==> config.mk <==
export PLATFORM = sky130hd
export DESIGN_NAME = fetch_unit_flat
export DESIGN_NICKNAME = d
export VERILOG_FILES = /design/src/rtl/fetch_unit_if.sv /design/src/rtl/fetch_unit.sv /design/src/flat_wrapper.sv
export SDC_FILE = /design/constraint.sdc
export NUM_CORES = 1
export LEC_CHECK = 0
export ABC_AREA = 0
export CORE_MARGIN = 2
export CORE_UTILIZATION = 37
export DETAILED_ROUTE_END_ITERATION = 8
export GPL_ROUTABILITY_DRIVEN = 0
export PLACE_DENSITY_LB_ADDON = 0.05
export SLEW_MARGIN = 0
export SYNTH_ARGS = -nofsm -noshare
export SYNTH_HDL_FRONTEND = slang
export SYNTH_SLANG_ARGS = --single-unit
==> constraint.sdc <==
create_clock -name CLOCK -period 2.1 [get_ports CLOCK]
set_input_delay 0.21 -clock CLOCK [delete_from_list [all_inputs] [get_ports CLOCK]]
set_output_delay 0.21 -clock CLOCK [all_outputs]
set_load 0.1 [all_outputs]
==> src/rtl/fetch_unit_if.sv <==
// rtl/fetch_unit_if.sv - bus bundle between the fetch stage and its surroundings
//
// Groups the control inputs (stall, redirects), the instruction ROM port and
// the IF/ID-facing outputs of fetch_unit.
//   master : fetch_unit side (drives PC/ROM address and the IF/ID outputs)
//   slave  : pipeline / ROM side (drives stall, redirects and ROM read data)
interface fetch_unit_if;
    logic        STALL;
    logic        BRANCH_TAKEN;
    logic [31:0] BRANCH_TARGET;
    logic        JUMP;
    logic [31:0] JUMP_TARGET;
    logic [31:0] IMEM_ADDR;
    logic [31:0] IMEM_DATA;
    logic [31:0] Instruction_Out;
    logic [31:0] PCPlus4_Out;
    logic [31:0] PC_Out;
    logic        FLUSH_Out;
    logic        HALTED;
    logic        FAULT;
    logic [31:0] FETCH_COUNT;

    modport master (
        input  STALL, BRANCH_TAKEN, BRANCH_TARGET, JUMP, JUMP_TARGET, IMEM_DATA,
        output IMEM_ADDR, Instruction_Out, PCPlus4_Out, PC_Out, FLUSH_Out,
               HALTED, FAULT, FETCH_COUNT
    );

    modport slave (
        output STALL, BRANCH_TAKEN, BRANCH_TARGET, JUMP, JUMP_TARGET, IMEM_DATA,
        input  IMEM_ADDR, Instruction_Out, PCPlus4_Out, PC_Out, FLUSH_Out,
               HALTED, FAULT, FETCH_COUNT
    );
endinterface

==> src/rtl/fetch_unit.sv <==
// rtl/fetch_unit.sv - instruction-fetch stage: PC, next-PC select, squash, halt drain
//
// Ports:
//   CLOCK  : clock, all state updates on posedge
//   RESET  : asynchronous active-high reset
//   bus    : fetch_unit_if.master
//            in  STALL, BRANCH_TAKEN/BRANCH_TARGET, JUMP/JUMP_TARGET, IMEM_DATA
//            out IMEM_ADDR, PC_Out, PCPlus4_Out, Instruction_Out, FLUSH_Out,
//                HALTED, FAULT, FETCH_COUNT
module fetch_unit #(
    parameter logic [31:0] RESET_PC     = 32'h0000_0000,
    parameter int unsigned IMEM_WORDS   = 256,
    parameter logic [31:0] HALT_WORD    = 32'hFFFF_FFFF,
    parameter int unsigned DRAIN_CYCLES = 4
) (
    input  logic          CLOCK,
    input  logic          RESET,
    fetch_unit_if.master  bus
);

    localparam int unsigned CW = (DRAIN_CYCLES < 1) ? 1 : $clog2(DRAIN_CYCLES + 1);
    localparam logic [32:0] IMEM_BYTES = 33'(IMEM_WORDS) << 2;
    localparam bit          NO_DRAIN   = (DRAIN_CYCLES == 0);

    typedef enum logic [1:0] {RUN, DRAIN, HALT} state_t;

    state_t          state;
    logic [31:0]     pc;
    logic [31:0]     fetch_count;
    logic [CW-1:0]   drain_cnt;
    logic            fault;
    logic            halted;

    logic            run;
    logic            redirect;
    logic [31:0]     target_raw;
    logic [31:0]     pc_plus4;
    logic            in_range;
    logic            halt_detect;
    logic            fetch_valid;
    logic            count_en;

    assign run         = (state == RUN);
    // Redirects are only honoured while fetching; DRAIN/HALT ignore them.
    assign redirect    = run && (bus.JUMP || bus.BRANCH_TAKEN);
    assign target_raw  = bus.JUMP ? bus.JUMP_TARGET : bus.BRANCH_TARGET;
    assign pc_plus4    = pc + 32'd4;
    // 33-bit compare so a ROM spanning the whole 4 GiB space stays correct.
    assign in_range    = ({1'b0, pc} < IMEM_BYTES);
    // A halt word seen under stall is not acted on; it is re-examined once
    // the stall lifts.
    assign halt_detect = run && !redirect && !bus.STALL && (bus.IMEM_DATA == HALT_WORD);
    // Real ROM word goes to IF/ID; everything else becomes a NOP (0).
    assign fetch_valid = run && !redirect && !halt_detect && in_range;
    assign count_en    = fetch_valid && !bus.STALL;

    assign bus.IMEM_ADDR       = pc;
    assign bus.PC_Out          = pc;
    assign bus.PCPlus4_Out     = pc_plus4;
    assign bus.Instruction_Out = fetch_valid ? bus.IMEM_DATA : 32'h0;
    assign bus.FLUSH_Out       = redirect;
    assign bus.HALTED          = halted;
    assign bus.FAULT           = fault;
    assign bus.FETCH_COUNT     = fetch_count;

    always_ff @(posedge CLOCK or posedge RESET) begin
        if (RESET) begin
            state       <= RUN;
            pc          <= RESET_PC;
            drain_cnt   <= '0;
            fetch_count <= 32'h0;
            fault       <= 1'b0;
            halted      <= 1'b0;
        end else begin
            if (count_en && (fetch_count != 32'hFFFF_FFFF))
                fetch_count <= fetch_count + 32'd1;

            if ((redirect && (target_raw[1:0] != 2'b00)) || (run && !in_range))
                fault <= 1'b1;

            case (state)
                RUN: begin
                    if (redirect) begin
                        pc <= {target_raw[31:2], 2'b00};
                    end else if (halt_detect) begin
                        drain_cnt <= CW'(DRAIN_CYCLES);
                        state     <= NO_DRAIN ? HALT : DRAIN;
                        halted    <= NO_DRAIN;
                    end else if (!bus.STALL) begin
                        pc <= pc_plus4;
                    end
                end
                DRAIN: begin
                    // Only unstalled cycles count toward draining the pipe.
                    if (!bus.STALL) begin
                        drain_cnt <= drain_cnt - CW'(1);
                        if (drain_cnt == CW'(1)) begin
                            state  <= HALT;
                            halted <= 1'b1;
                        end
                    end
                end
                HALT: begin
                end
                default: begin
                    state <= RUN;
                end
            endcase
        end
    end

endmodule

==> src/flat_wrapper.sv <==
// flat-port wrapper written by rule: the top's interface ports become plain ports
module fetch_unit_flat 
#(
    parameter logic [31:0] RESET_PC     = 32'h0000_0000,
    parameter int unsigned IMEM_WORDS   = 256,
    parameter logic [31:0] HALT_WORD    = 32'hFFFF_FFFF,
    parameter int unsigned DRAIN_CYCLES = 4
)
  (CLOCK, RESET, bus_STALL, bus_BRANCH_TAKEN, bus_BRANCH_TARGET, bus_JUMP, bus_JUMP_TARGET, bus_IMEM_DATA, bus_IMEM_ADDR, bus_Instruction_Out, bus_PCPlus4_Out, bus_PC_Out, bus_FLUSH_Out, bus_HALTED, bus_FAULT, bus_FETCH_COUNT);
  fetch_unit_if bus_i ();
  input  logic CLOCK;
  input  logic RESET;
  input wire logic [$bits(bus_i.STALL)-1:0] bus_STALL;
  input wire logic [$bits(bus_i.BRANCH_TAKEN)-1:0] bus_BRANCH_TAKEN;
  input wire logic [$bits(bus_i.BRANCH_TARGET)-1:0] bus_BRANCH_TARGET;
  input wire logic [$bits(bus_i.JUMP)-1:0] bus_JUMP;
  input wire logic [$bits(bus_i.JUMP_TARGET)-1:0] bus_JUMP_TARGET;
  input wire logic [$bits(bus_i.IMEM_DATA)-1:0] bus_IMEM_DATA;
  output wire logic [$bits(bus_i.IMEM_ADDR)-1:0] bus_IMEM_ADDR;
  output wire logic [$bits(bus_i.Instruction_Out)-1:0] bus_Instruction_Out;
  output wire logic [$bits(bus_i.PCPlus4_Out)-1:0] bus_PCPlus4_Out;
  output wire logic [$bits(bus_i.PC_Out)-1:0] bus_PC_Out;
  output wire logic [$bits(bus_i.FLUSH_Out)-1:0] bus_FLUSH_Out;
  output wire logic [$bits(bus_i.HALTED)-1:0] bus_HALTED;
  output wire logic [$bits(bus_i.FAULT)-1:0] bus_FAULT;
  output wire logic [$bits(bus_i.FETCH_COUNT)-1:0] bus_FETCH_COUNT;
  assign bus_i.STALL = bus_STALL;
  assign bus_i.BRANCH_TAKEN = bus_BRANCH_TAKEN;
  assign bus_i.BRANCH_TARGET = bus_BRANCH_TARGET;
  assign bus_i.JUMP = bus_JUMP;
  assign bus_i.JUMP_TARGET = bus_JUMP_TARGET;
  assign bus_i.IMEM_DATA = bus_IMEM_DATA;
  assign bus_IMEM_ADDR = bus_i.IMEM_ADDR;
  assign bus_Instruction_Out = bus_i.Instruction_Out;
  assign bus_PCPlus4_Out = bus_i.PCPlus4_Out;
  assign bus_PC_Out = bus_i.PC_Out;
  assign bus_FLUSH_Out = bus_i.FLUSH_Out;
  assign bus_HALTED = bus_i.HALTED;
  assign bus_FAULT = bus_i.FAULT;
  assign bus_FETCH_COUNT = bus_i.FETCH_COUNT;
  fetch_unit #(.RESET_PC(RESET_PC), .IMEM_WORDS(IMEM_WORDS), .HALT_WORD(HALT_WORD), .DRAIN_CYCLES(DRAIN_CYCLES)) u_core (.CLOCK(CLOCK), .RESET(RESET), .bus(bus_i));
endmodule
# After elaboration in Yosys (flattened, before gate mapping)
# Index checks and enable logic that the tools add are counted.
dict set report totals {
  word_cells 64
  ff_bits 71
  out_inout_bits 163
  in_bits 101
}
dict set report op_classes {
  order_cmp 1
  n_reduce_logical 23
  n_eq_ne 11
  n_mux 19
  bitwise 1
  n_addsub 3
}
# cell count
set ops {}
lappend ops {{$mux 32} 5}
lappend ops {{$add 32x1->32 const B} 1}
lappend ops {{$add 32x3->32 const B} 1}
lappend ops {{$eq 32x32->1 const B} 1}
lappend ops {{$lt 32x11->1 const B} 1}
lappend ops {{$ne 32x32->1 const B} 1}
lappend ops {{$logic_and 1x1->1} 10}
lappend ops {{$reduce_and 5->1} 2}
lappend ops {{$mux 3} 3}
lappend ops {{$mux 2} 4}
lappend ops {{$ne 2x1->1 const B} 3}
lappend ops {{$ne 2x2->1 const B} 3}
lappend ops {{$pmux 2 s3} 1}
lappend ops {{$pmux 3 s2} 1}
lappend ops {{$logic_not 1->1} 4}
lappend ops {{$mux 1} 4}
lappend ops {{$reduce_and 4->1} 1}
lappend ops {{$reduce_bool 2->1} 2}
lappend ops {{$eq 3x1->1 const B} 1}
lappend ops {{$reduce_and 3->1} 1}
lappend ops {{$sub 3x1->3 const B} 1}
lappend ops {{$eq 2x1->1 const B} 1}
lappend ops {{$eq 2x2->1 const B} 1}
lappend ops {{$logic_not 2->1} 1}
lappend ops {{other kinds (3)} 4}

# Depth between registers and ports, before layout
# Gate-level depths: netlist of the first run.
dict set report depth {
  depth_word 11
  depth_mapped 9
  mapped_depth_nobuf 7
}

# Worst setup path after synthesis of the first run
# OpenSTA, ideal clock, no wires.
dict set report synth_timing {
  path_type {register to output}
  startpoint {register u_core.pc[16], in the netlist u_core.bus.IMEM_ADDR[16]}
  endpoint {output bus_PCPlus4_Out[31]}
  path_stages_with_launch 7
  required_time_ns 1.890
  t_arrival_ns 3.854
  setup_slack_ns -1.964
  path_buffers 1
  path_cell_list {dfrtp_1 > clkbuf_2 > nand3_1 > nor3_1 > nand4_1 > or3_1 > xnor2_1}
}
dict set report synth_between {
  elab_chain_cells 1
}
# element line_no
set synth_rtl {}
lappend synth_rtl {{start: declaration} fetch_unit.sv:28} ;# logic [31:0] pc;
lappend synth_rtl {{start signal: assignment} fetch_unit.sv:84} ;# pc <= {target_raw[31:2], 2'b00};
lappend synth_rtl {{start signal: assignment} fetch_unit.sv:90} ;# pc <= pc_plus4;
lappend synth_rtl {{$add 32x3->32} fetch_unit.sv:47} ;# assign pc_plus4 = pc + 32'd4;
lappend synth_rtl {{end: declaration} flat_wrapper.sv:21} ;# output wire logic [$bits(bus_i.PCPlus4_Out)-1:0] bus_PCPlus4_Out;
# No other way between the ends.

# Worst setup path after layout of the first run
dict set report layout_timing {
  startpoint {register u_core.pc[14], in the netlist u_core.bus.IMEM_ADDR[14]}
  endpoint {output bus_Instruction_Out[29]}
}
dict set report layout_between {
  elab_chain_cells 3
}
# element line_no
set layout_rtl {}
lappend layout_rtl {{$lt 32x11->1} fetch_unit.sv:49} ;# assign in_range = ({1'b0, pc} < IMEM_BYTES);
lappend layout_rtl {{$logic_and 1x1->1} fetch_unit.sv:54} ;# assign fetch_valid = run && !redirect && !halt_detect && in_range;
lappend layout_rtl {{$mux 32} fetch_unit.sv:60} ;# assign bus.Instruction_Out = fetch_valid ? bus.IMEM_DATA : 32'h0;
lappend layout_rtl {{end: declaration} flat_wrapper.sv:20} ;# output wire logic [$bits(bus_i.Instruction_Out)-1:0] bus_Instruction_Out;
# No other way between the ends.

==> results of run 1 <==
## logic make-up (layout without fill, tap and decap cells)
group,after synthesis,in the layout,synth area share (%)
and+or+nand+nor,244,246,26.90
AOI/OAI and AO/OA,100,100,12.67
buffers and inverters,82,434,9.459
DFF,69,69,34.08
xor gates and xnor gates,60,60,10.37
muxes,26,26,5.458
adders and majority gates,4,4,0.9879
other,1,6,0.07402
## cells in the mapped netlist, types with 6 or more instances
| cell | count | area [sq um] |
|---|---|---|
| sky130_fd_sc_hd__and3_1 | 9 | 56.30 |
| sky130_fd_sc_hd__and2_1 | 39 | 244.0 |
| sky130_fd_sc_hd__xor2_1 | 28 | 245.2 |
| sky130_fd_sc_hd__nor2b_1 | 7 | 43.79 |
| sky130_fd_sc_hd__a21oi_1 | 30 | 150.1 |
| sky130_fd_sc_hd__nor2_1 | 32 | 120.1 |
| sky130_fd_sc_hd__nor3_1 | 9 | 45.04 |
| sky130_fd_sc_hd__o22ai_1 | 12 | 75.07 |
| sky130_fd_sc_hd__mux2i_1 | 13 | 130.1 |
| sky130_fd_sc_hd__nor3_2 | 6 | 60.06 |
| sky130_fd_sc_hd__mux2_2 | 13 | 146.4 |
| sky130_fd_sc_hd__nand3_1 | 23 | 115.1 |
| sky130_fd_sc_hd__nand4_1 | 26 | 162.7 |
| sky130_fd_sc_hd__nand2_1 | 58 | 217.7 |
| sky130_fd_sc_hd__clkbuf_1 | 18 | 67.56 |
| sky130_fd_sc_hd__buf_4 | 36 | 270.3 |
| sky130_fd_sc_hd__inv_1 | 12 | 45.04 |
| sky130_fd_sc_hd__nor4_1 | 13 | 81.33 |
| sky130_fd_sc_hd__dfrtp_1 | 69 | 1727 |
| sky130_fd_sc_hd__o21ai_0 | 15 | 75.07 |
| sky130_fd_sc_hd__xnor2_1 | 32 | 280.3 |
| sky130_fd_sc_hd__buf_2 | 10 | 50.05 |
| sky130_fd_sc_hd__a2bb2oi_1 | 14 | 122.6 |
| sky130_fd_sc_hd__a211oi_1 | 7 | 52.55 |
| sky130_fd_sc_hd__o22a_1 | 7 | 61.31 |
## critical path, delay by kind of cell, from the launching register on
family	cells	cell delay (ps)
DFF	1	430
and+or+nand+nor	5	1070
buffers and inverters	3	460
## registers in the layout (all words and copies together) (netlist names)
name and count:
u_core.bus.FETCH_COUNT 32, u_core.bus.IMEM_ADDR 30, u_core.drain_cnt 3, u_core.state 2
u_core.bus.FAULT 1, u_core.bus.HALTED 1
## cell type report
cell class | instances | share of cell area (%)
clock buffers | 10 | 2.227
clock inverters | 6 | 1.026
inverters | 12 | 0.4431
multi-input cells | 442 | 37.22
flip-flops and latches | 69 | 16.80
well taps | 176 | 2.052
repair buffers | 406 | 40.23
## how the worst max path moves through the flow
stage	start	end	slack, ps
final	u_core.bus.IMEM_ADDR[14]$_DFFE_PP0P_	bus_Instruction_Out[29]	-420
after global placement	u_core.bus.IMEM_ADDR[11]$_DFFE_PP0P_	bus_Instruction_Out[25]	-320
after floorplan	u_core.bus.IMEM_ADDR[12]$_DFFE_PP0P_	bus_PCPlus4_Out[31]	-670
after detailed placement	u_core.bus.IMEM_ADDR[11]$_DFFE_PP0P_	bus_Instruction_Out[8]	-400
after global routing	u_core.bus.IMEM_ADDR[10]$_DFFE_PP0P_	bus_Instruction_Out[0]	-520
after CTS	u_core.bus.IMEM_ADDR[14]$_DFFE_PP0P_	bus_Instruction_Out[27]	-410
## routing by layer
layer,global-route usage [%],wire length (microns)
met1,32.58,7847
met2,47.09,10580
met3,5.263,1514
met4,9.593,535
met5,0,0
## through the flow
step                util (%)  TNS, ps  instance area, sq um  total power, mW  instances
floorplan                  -   -25580                  5986            4.025        591
global placement       71.15   -18740                  9459            4.998       1051
detailed placement     71.15   -23240                  9459            5.026       1051
CTS                    78.32   -19660                 10410            6.894       1099
global route           80.71   -28070                 10730            7.165       1121
finish                 80.71   -19120                 10730            6.977       1121
## power by group
group / internal (mW) / switching, mW
logic: 1.19 / 2.49
registers: 1.42 / 0.0740
clock network: 1.19 / 0.615
total: 3.80 / 3.18
## repair_timing
action / in CTS / in global routing
pin swaps: 59 / 38
resized for setup: 77 / 34
gates cloned: 5 / 1
buffers inserted: 27 / 25
endpoints found under the setup margin: 87 / 107
==> impl_summary.log, run 1 <==
INFO  metric run_status = complete, but fails checks
INFO  metric failing_checks = setup timing
INFO  metric fin_crit = 2516 ps
INFO  metric flow.area_growth_from_synthesis = 111.8%
INFO  metric detail_route.wl_per_cell = 18.27 microns
INFO  metric diodes = 0
INFO  metric dp_worst_setup_slack = -401.5 ps
INFO  metric numCtsBuffers = 9
INFO  metric synth-warning-count = 0
INFO  metric setup.worst_path.start_class = flip-flop
INFO  metric cellLeakagePower = 4.839 nW
INFO  metric nets = 1045
INFO  metric finalHoldViolCount = 0
INFO  metric hold_ws = 279.8 ps
INFO  metric unrepaired_setup_endpoints_after_global_routing = yes
INFO  metric cts.root.buffer_cell = sky130_fd_sc_hd__clkbuf_16
INFO  metric worst-slew-pin-transition = 601.0 ps
INFO  metric holdBufCountCts = 0
INFO  metric criticalPathCategory = flip-flop to output pin
INFO  metric std_cell_rows = 42
INFO  metric drt_wl_total = 20480 microns
INFO  metric timing.final.setup_violations = 85
INFO  metric cts_htree_levels = 3
INFO  metric die_height = 121.0 microns
INFO  metric ant_nets = 0
INFO  metric worstPathMaxFanout = 5
INFO  metric reg2reg_from = u_core.bus.IMEM_ADDR[17]$_DFFE_PP0P_
INFO  metric critical_path_required = 1890 ps
INFO  metric detail_route.first_pass.iterations = 5
INFO  metric ys_types = 50
INFO  metric relSlewSlack = 59.85%
INFO  metric drt-initial-drc-count = 367
INFO  metric insertion_delay = 340 ps
INFO  metric final_min_period_over_clock_period = 119.8%
INFO  metric timing.reg2reg.setup_slack = -210 ps
INFO  metric worst_path_max_delay_cell = sky130_fd_sc_hd__dfrtp_2
INFO  metric worst_r2r_path_depth = 8
INFO  metric first_global_vias = 5838
INFO  metric antenna_found_initial = 0
INFO  metric synth-seq-cells = 69
INFO  metric end_kind = output pin
INFO  metric syn-mean-instance-area = 8.645 sq um
INFO  metric mappedNetlistArea = 5066 sq um
INFO  metric die_area = 14640 sq um
INFO  metric hp-class = primary input to asynchronous set/reset pin
INFO  metric maxCapViolations = 0
INFO  metric most_frequent_standard_cell_in_the_layout_excluding_fill_and_tap_cells = sky130_fd_sc_hd__buf_4
INFO  metric core-area = 13300 sq um
INFO  metric floorplan.io_pins = 264
INFO  metric setup_ws = -416.2 ps
INFO  metric power.density = 650.2 nW/um^2
INFO  metric worst_path_arrival_time = 2310 ps
INFO  metric initial_utilization = 38.10%
INFO  metric path_cells = nor4_4, buf_4, nand4_1, nor2_2, and3b_2, buf_4, and2_4, buf_12
INFO  metric cts.sinks = 69
INFO  metric grt_pass1_wl = 30840 microns
INFO  metric numPortBuffers = 257
INFO  metric clockBufferDepth = 2
INFO  metric fillerInstances = 807
INFO  metric most-common-layout-cells = sky130_fd_sc_hd__buf_4, sky130_fd_sc_hd__clkdlybuf4s50_1, sky130_fd_sc_hd__buf_12, sky130_fd_sc_hd__dfrtp_2, sky130_fd_sc_hd__nand2_1
INFO  metric worst_path_most_repeated_cell = sky130_fd_sc_hd__buf_4
INFO  metric rr_endpoint = u_core.bus.FETCH_COUNT[25]$_DFFE_PP0P_
INFO  metric post-dp-hpwl = 14400 microns
INFO  metric drc_errors = 0
INFO  metric tritoncts = done
INFO  metric vias = 5967
INFO  metric achievable-frequency = 397.4 MHz
INFO  metric worst_path_largest_cell_delay = 430 ps
INFO  metric synth_edf_count = 0
INFO  metric ys.flop_type = sky130_fd_sc_hd__dfrtp_1
INFO  metric clock_skew = 8.827 ps
INFO  metric layout_cells_sized_above_1 = 57.14%
INFO  metric pin_count_of_the_biggest_net_entering_global_routing = 70
INFO  metric grtUsageTotal = 26.83%
INFO  metric sequential_cell_area = 1803 sq um
INFO  metric number_of_cells_produced_by_synthesis = 586
INFO  metric cts.reportedPaths.clkPinSlew = 60 ps
INFO  metric area_of_the_multi_input_gates = 3994 sq um
INFO  metric sequential_share_of_the_synthesized_area = 34.08%
INFO  metric irDropWorstVdd = 615.8 uV
INFO  metric global_route.overflow_total = 0
INFO  metric die_w = 121.0 microns
INFO  metric routed_via_density = 5.323
INFO  metric final_number_of_max_transition_violations = 0
INFO  metric asyncSetResetFlopFracSynth = 100.0%
Note: power is estimated with default switching activity, not from simulation.
==> run 2, diff against run 1 <==
- ABC_AREA: 0 -> default
==> results of run 2 <==
Same layout as run 1: the final DEF is identical, and so are final timing and power.
==> run 3, diff against run 2 <==
- CTS_BUF_LIST: default -> sky130_fd_sc_hd__clkbuf_16
==> run 3 against run 2 <==
The flow still finishes with violations (setup timing). Clock skew about the same. Die area unchanged. Routed wire length down 0.55%. Final cell count down 0.62%. Highest routed layer unchanged. Flip-flop and latch count unchanged.
==> impl_summary.log, run 3 (same netlist as run 1, synthesis figures left out) <==
INFO  metric first_global_vias = 5849
INFO  metric cts.root.buffer_cell = sky130_fd_sc_hd__clkbuf_16
INFO  metric clock_skew = 8.689 ps
INFO  metric initial_utilization = 38.10%
INFO  metric antenna_found_initial = 0
INFO  metric worstPathMaxFanout = 5
INFO  metric tritoncts = done
INFO  metric most-common-layout-cells = sky130_fd_sc_hd__buf_4, sky130_fd_sc_hd__clkdlybuf4s50_1, sky130_fd_sc_hd__buf_12, sky130_fd_sc_hd__dfrtp_2, sky130_fd_sc_hd__nand2_1
INFO  metric failing_checks = setup timing
INFO  metric achievable-frequency = 399.5 MHz
INFO  metric grt_pass1_wl = 30970 microns
INFO  metric cts_htree_levels = 3
INFO  metric die_height = 121.0 microns
INFO  metric worst_path_arrival_time = 2290 ps
INFO  metric clockBufferDepth = 2
INFO  metric final_number_of_max_transition_violations = 0
INFO  metric detail_route.wl_per_cell = 18.28 microns
INFO  metric numPortBuffers = 257
INFO  metric nets = 1038
INFO  metric area_of_the_multi_input_gates = 3993 sq um
INFO  metric hp-class = primary input to asynchronous set/reset pin
INFO  metric cellLeakagePower = 4.785 nW
INFO  metric grtUsageTotal = 26.90%
INFO  metric global_route.overflow_total = 0
INFO  metric sequential_cell_area = 1803 sq um
INFO  metric fin_crit = 2503 ps
INFO  metric finalHoldViolCount = 0
INFO  metric dp_worst_setup_slack = -401.5 ps
INFO  metric number_of_flip_flops_in_the_largest_register = 32
INFO  metric drt-initial-drc-count = 358
INFO  metric power.density = 650.9 nW/um^2
INFO  metric timing.reg2reg.setup_slack = -260 ps
INFO  metric drc_errors = 0
INFO  metric cts.sinks = 69
INFO  metric fillerInstances = 826
INFO  metric flow.area_growth_from_synthesis = 110.1%
INFO  metric numCtsBuffers = 9
INFO  metric setup_tns = -19790 ps
INFO  metric most_frequent_standard_cell_in_the_layout_excluding_fill_and_tap_cells = sky130_fd_sc_hd__buf_4
INFO  metric ant_nets = 0
INFO  metric criticalPathCategory = flip-flop to output pin
INFO  metric insertion_delay = 340 ps
INFO  metric maxCapViolations = 0
INFO  metric setup.worst_path.start_class = flip-flop
INFO  metric setup_ws = -402.9 ps
INFO  metric irDropWorstVdd = 614.6 uV
INFO  metric pin_count_of_the_biggest_net_entering_global_routing = 70
INFO  metric core-area = 13300 sq um
INFO  metric critical_path_required = 1890 ps
INFO  metric diodes = 0
INFO  metric cts.reportedPaths.clkPinSlew = 60 ps
INFO  metric worst-slew-pin-transition = 596.6 ps
INFO  metric unrepaired_setup_endpoints_after_global_routing = yes
INFO  metric die_w = 121.0 microns
INFO  metric routed_via_density = 5.278
INFO  metric detail_route.first_pass.iterations = 5
INFO  metric relSlewSlack = 60.14%
INFO  metric end_kind = output pin
INFO  metric vias = 5880
INFO  metric die_area = 14640 sq um
INFO  metric holdBufCountCts = 0
INFO  metric drt_wl_total = 20360 microns
INFO  metric run_status = complete, but fails checks
INFO  metric std_cell_rows = 42
INFO  metric layout_cells_sized_above_1 = 56.61%
INFO  metric floorplan.io_pins = 264
INFO  metric timing.final.setup_violations = 83
INFO  metric post-dp-hpwl = 14400 microns
INFO  metric final_min_period_over_clock_period = 119.2%
==> run 3: worst paths after layout <==
path                                                          endpoint                                 start  depth (start not counted)
max in group asynchronous       u_core.bus.FETCH_COUNT[22]$_DFFE_PP0P_                                 RESET                          3
worst max register to register  u_core.bus.FETCH_COUNT[25]$_DFFE_PP0P_  u_core.bus.IMEM_ADDR[17]$_DFFE_PP0P_                          8
min in group CLOCK                        u_core.bus.FAULT$_DFFE_PP0P_          u_core.bus.FAULT$_DFFE_PP0P_                          2
worst max-delay path                           bus_Instruction_Out[29]  u_core.bus.IMEM_ADDR[14]$_DFFE_PP0P_                          8
worst min-delay path             u_core.bus.FETCH_COUNT[9]$_DFFE_PP0P_                                 RESET                          3
worst min register to register            u_core.bus.FAULT$_DFFE_PP0P_          u_core.bus.FAULT$_DFFE_PP0P_                          2
==> run 3: critical path, stage by stage (launching register included) <==
cell                      delay (ps)
sky130_fd_sc_hd__dfrtp_2         420
sky130_fd_sc_hd__nor4_4          270
sky130_fd_sc_hd__buf_4           140
sky130_fd_sc_hd__nand4_1         160
sky130_fd_sc_hd__nor2_2          240
sky130_fd_sc_hd__and3b_2         250
sky130_fd_sc_hd__buf_4           150
sky130_fd_sc_hd__and2_4          150
sky130_fd_sc_hd__buf_12          160
==> run 3: what timing repair did <==
item | 4_1_cts | 5_1_grt
pin swaps | 58 | 39
resized for setup | 76 | 32
buffers inserted | 27 | 19
setup endpoints to repair | 87 | 114
gates cloned | 5 | 0
==> run 3: area by class of cell <==
type | instances | share of cell area [%]
multi-input cells | 442 | 37.51
well taps | 176 | 2.069
clock buffers | 9 | 2.116
repair buffers | 399 | 39.87
flip-flops and latches | 69 | 16.94
clock inverters | 7 | 1.070
inverters | 12 | 0.4232
==> run 3: layer usage <==
metal  GRT usage (%)  share of wire, %  up-vias
li1                -                 -     2744
met1           32.57                38     2848
met2           47.26                52      244
met3           5.263               6.8       44
met4           9.738               2.8        0
met5               0                 0        -
==> run 3: power by group <==
part           switching [mW]  total, mW  internal [mW]
sequential             0.0741       1.49           1.42
combinational            2.48       3.66           1.18
clock                   0.617       1.77           1.15
total                    3.17       6.93           3.76
==> run 3: per-stage QoR <==
step	total power, mW	area [sq um]	cells	hold WS (ps)	utilization (%)
final	6.927	10640	1114	277.1	80.05
after CTS	6.853	10400	1099	290.2	78.22
after global routing	7.113	10640	1114	323.6	80.05
after global placement	4.998	9459	1051	464.4	71.15
after detailed placement	5.026	9459	1051	463.7	71.15
after floorplan	4.025	5986	591	451.2	-
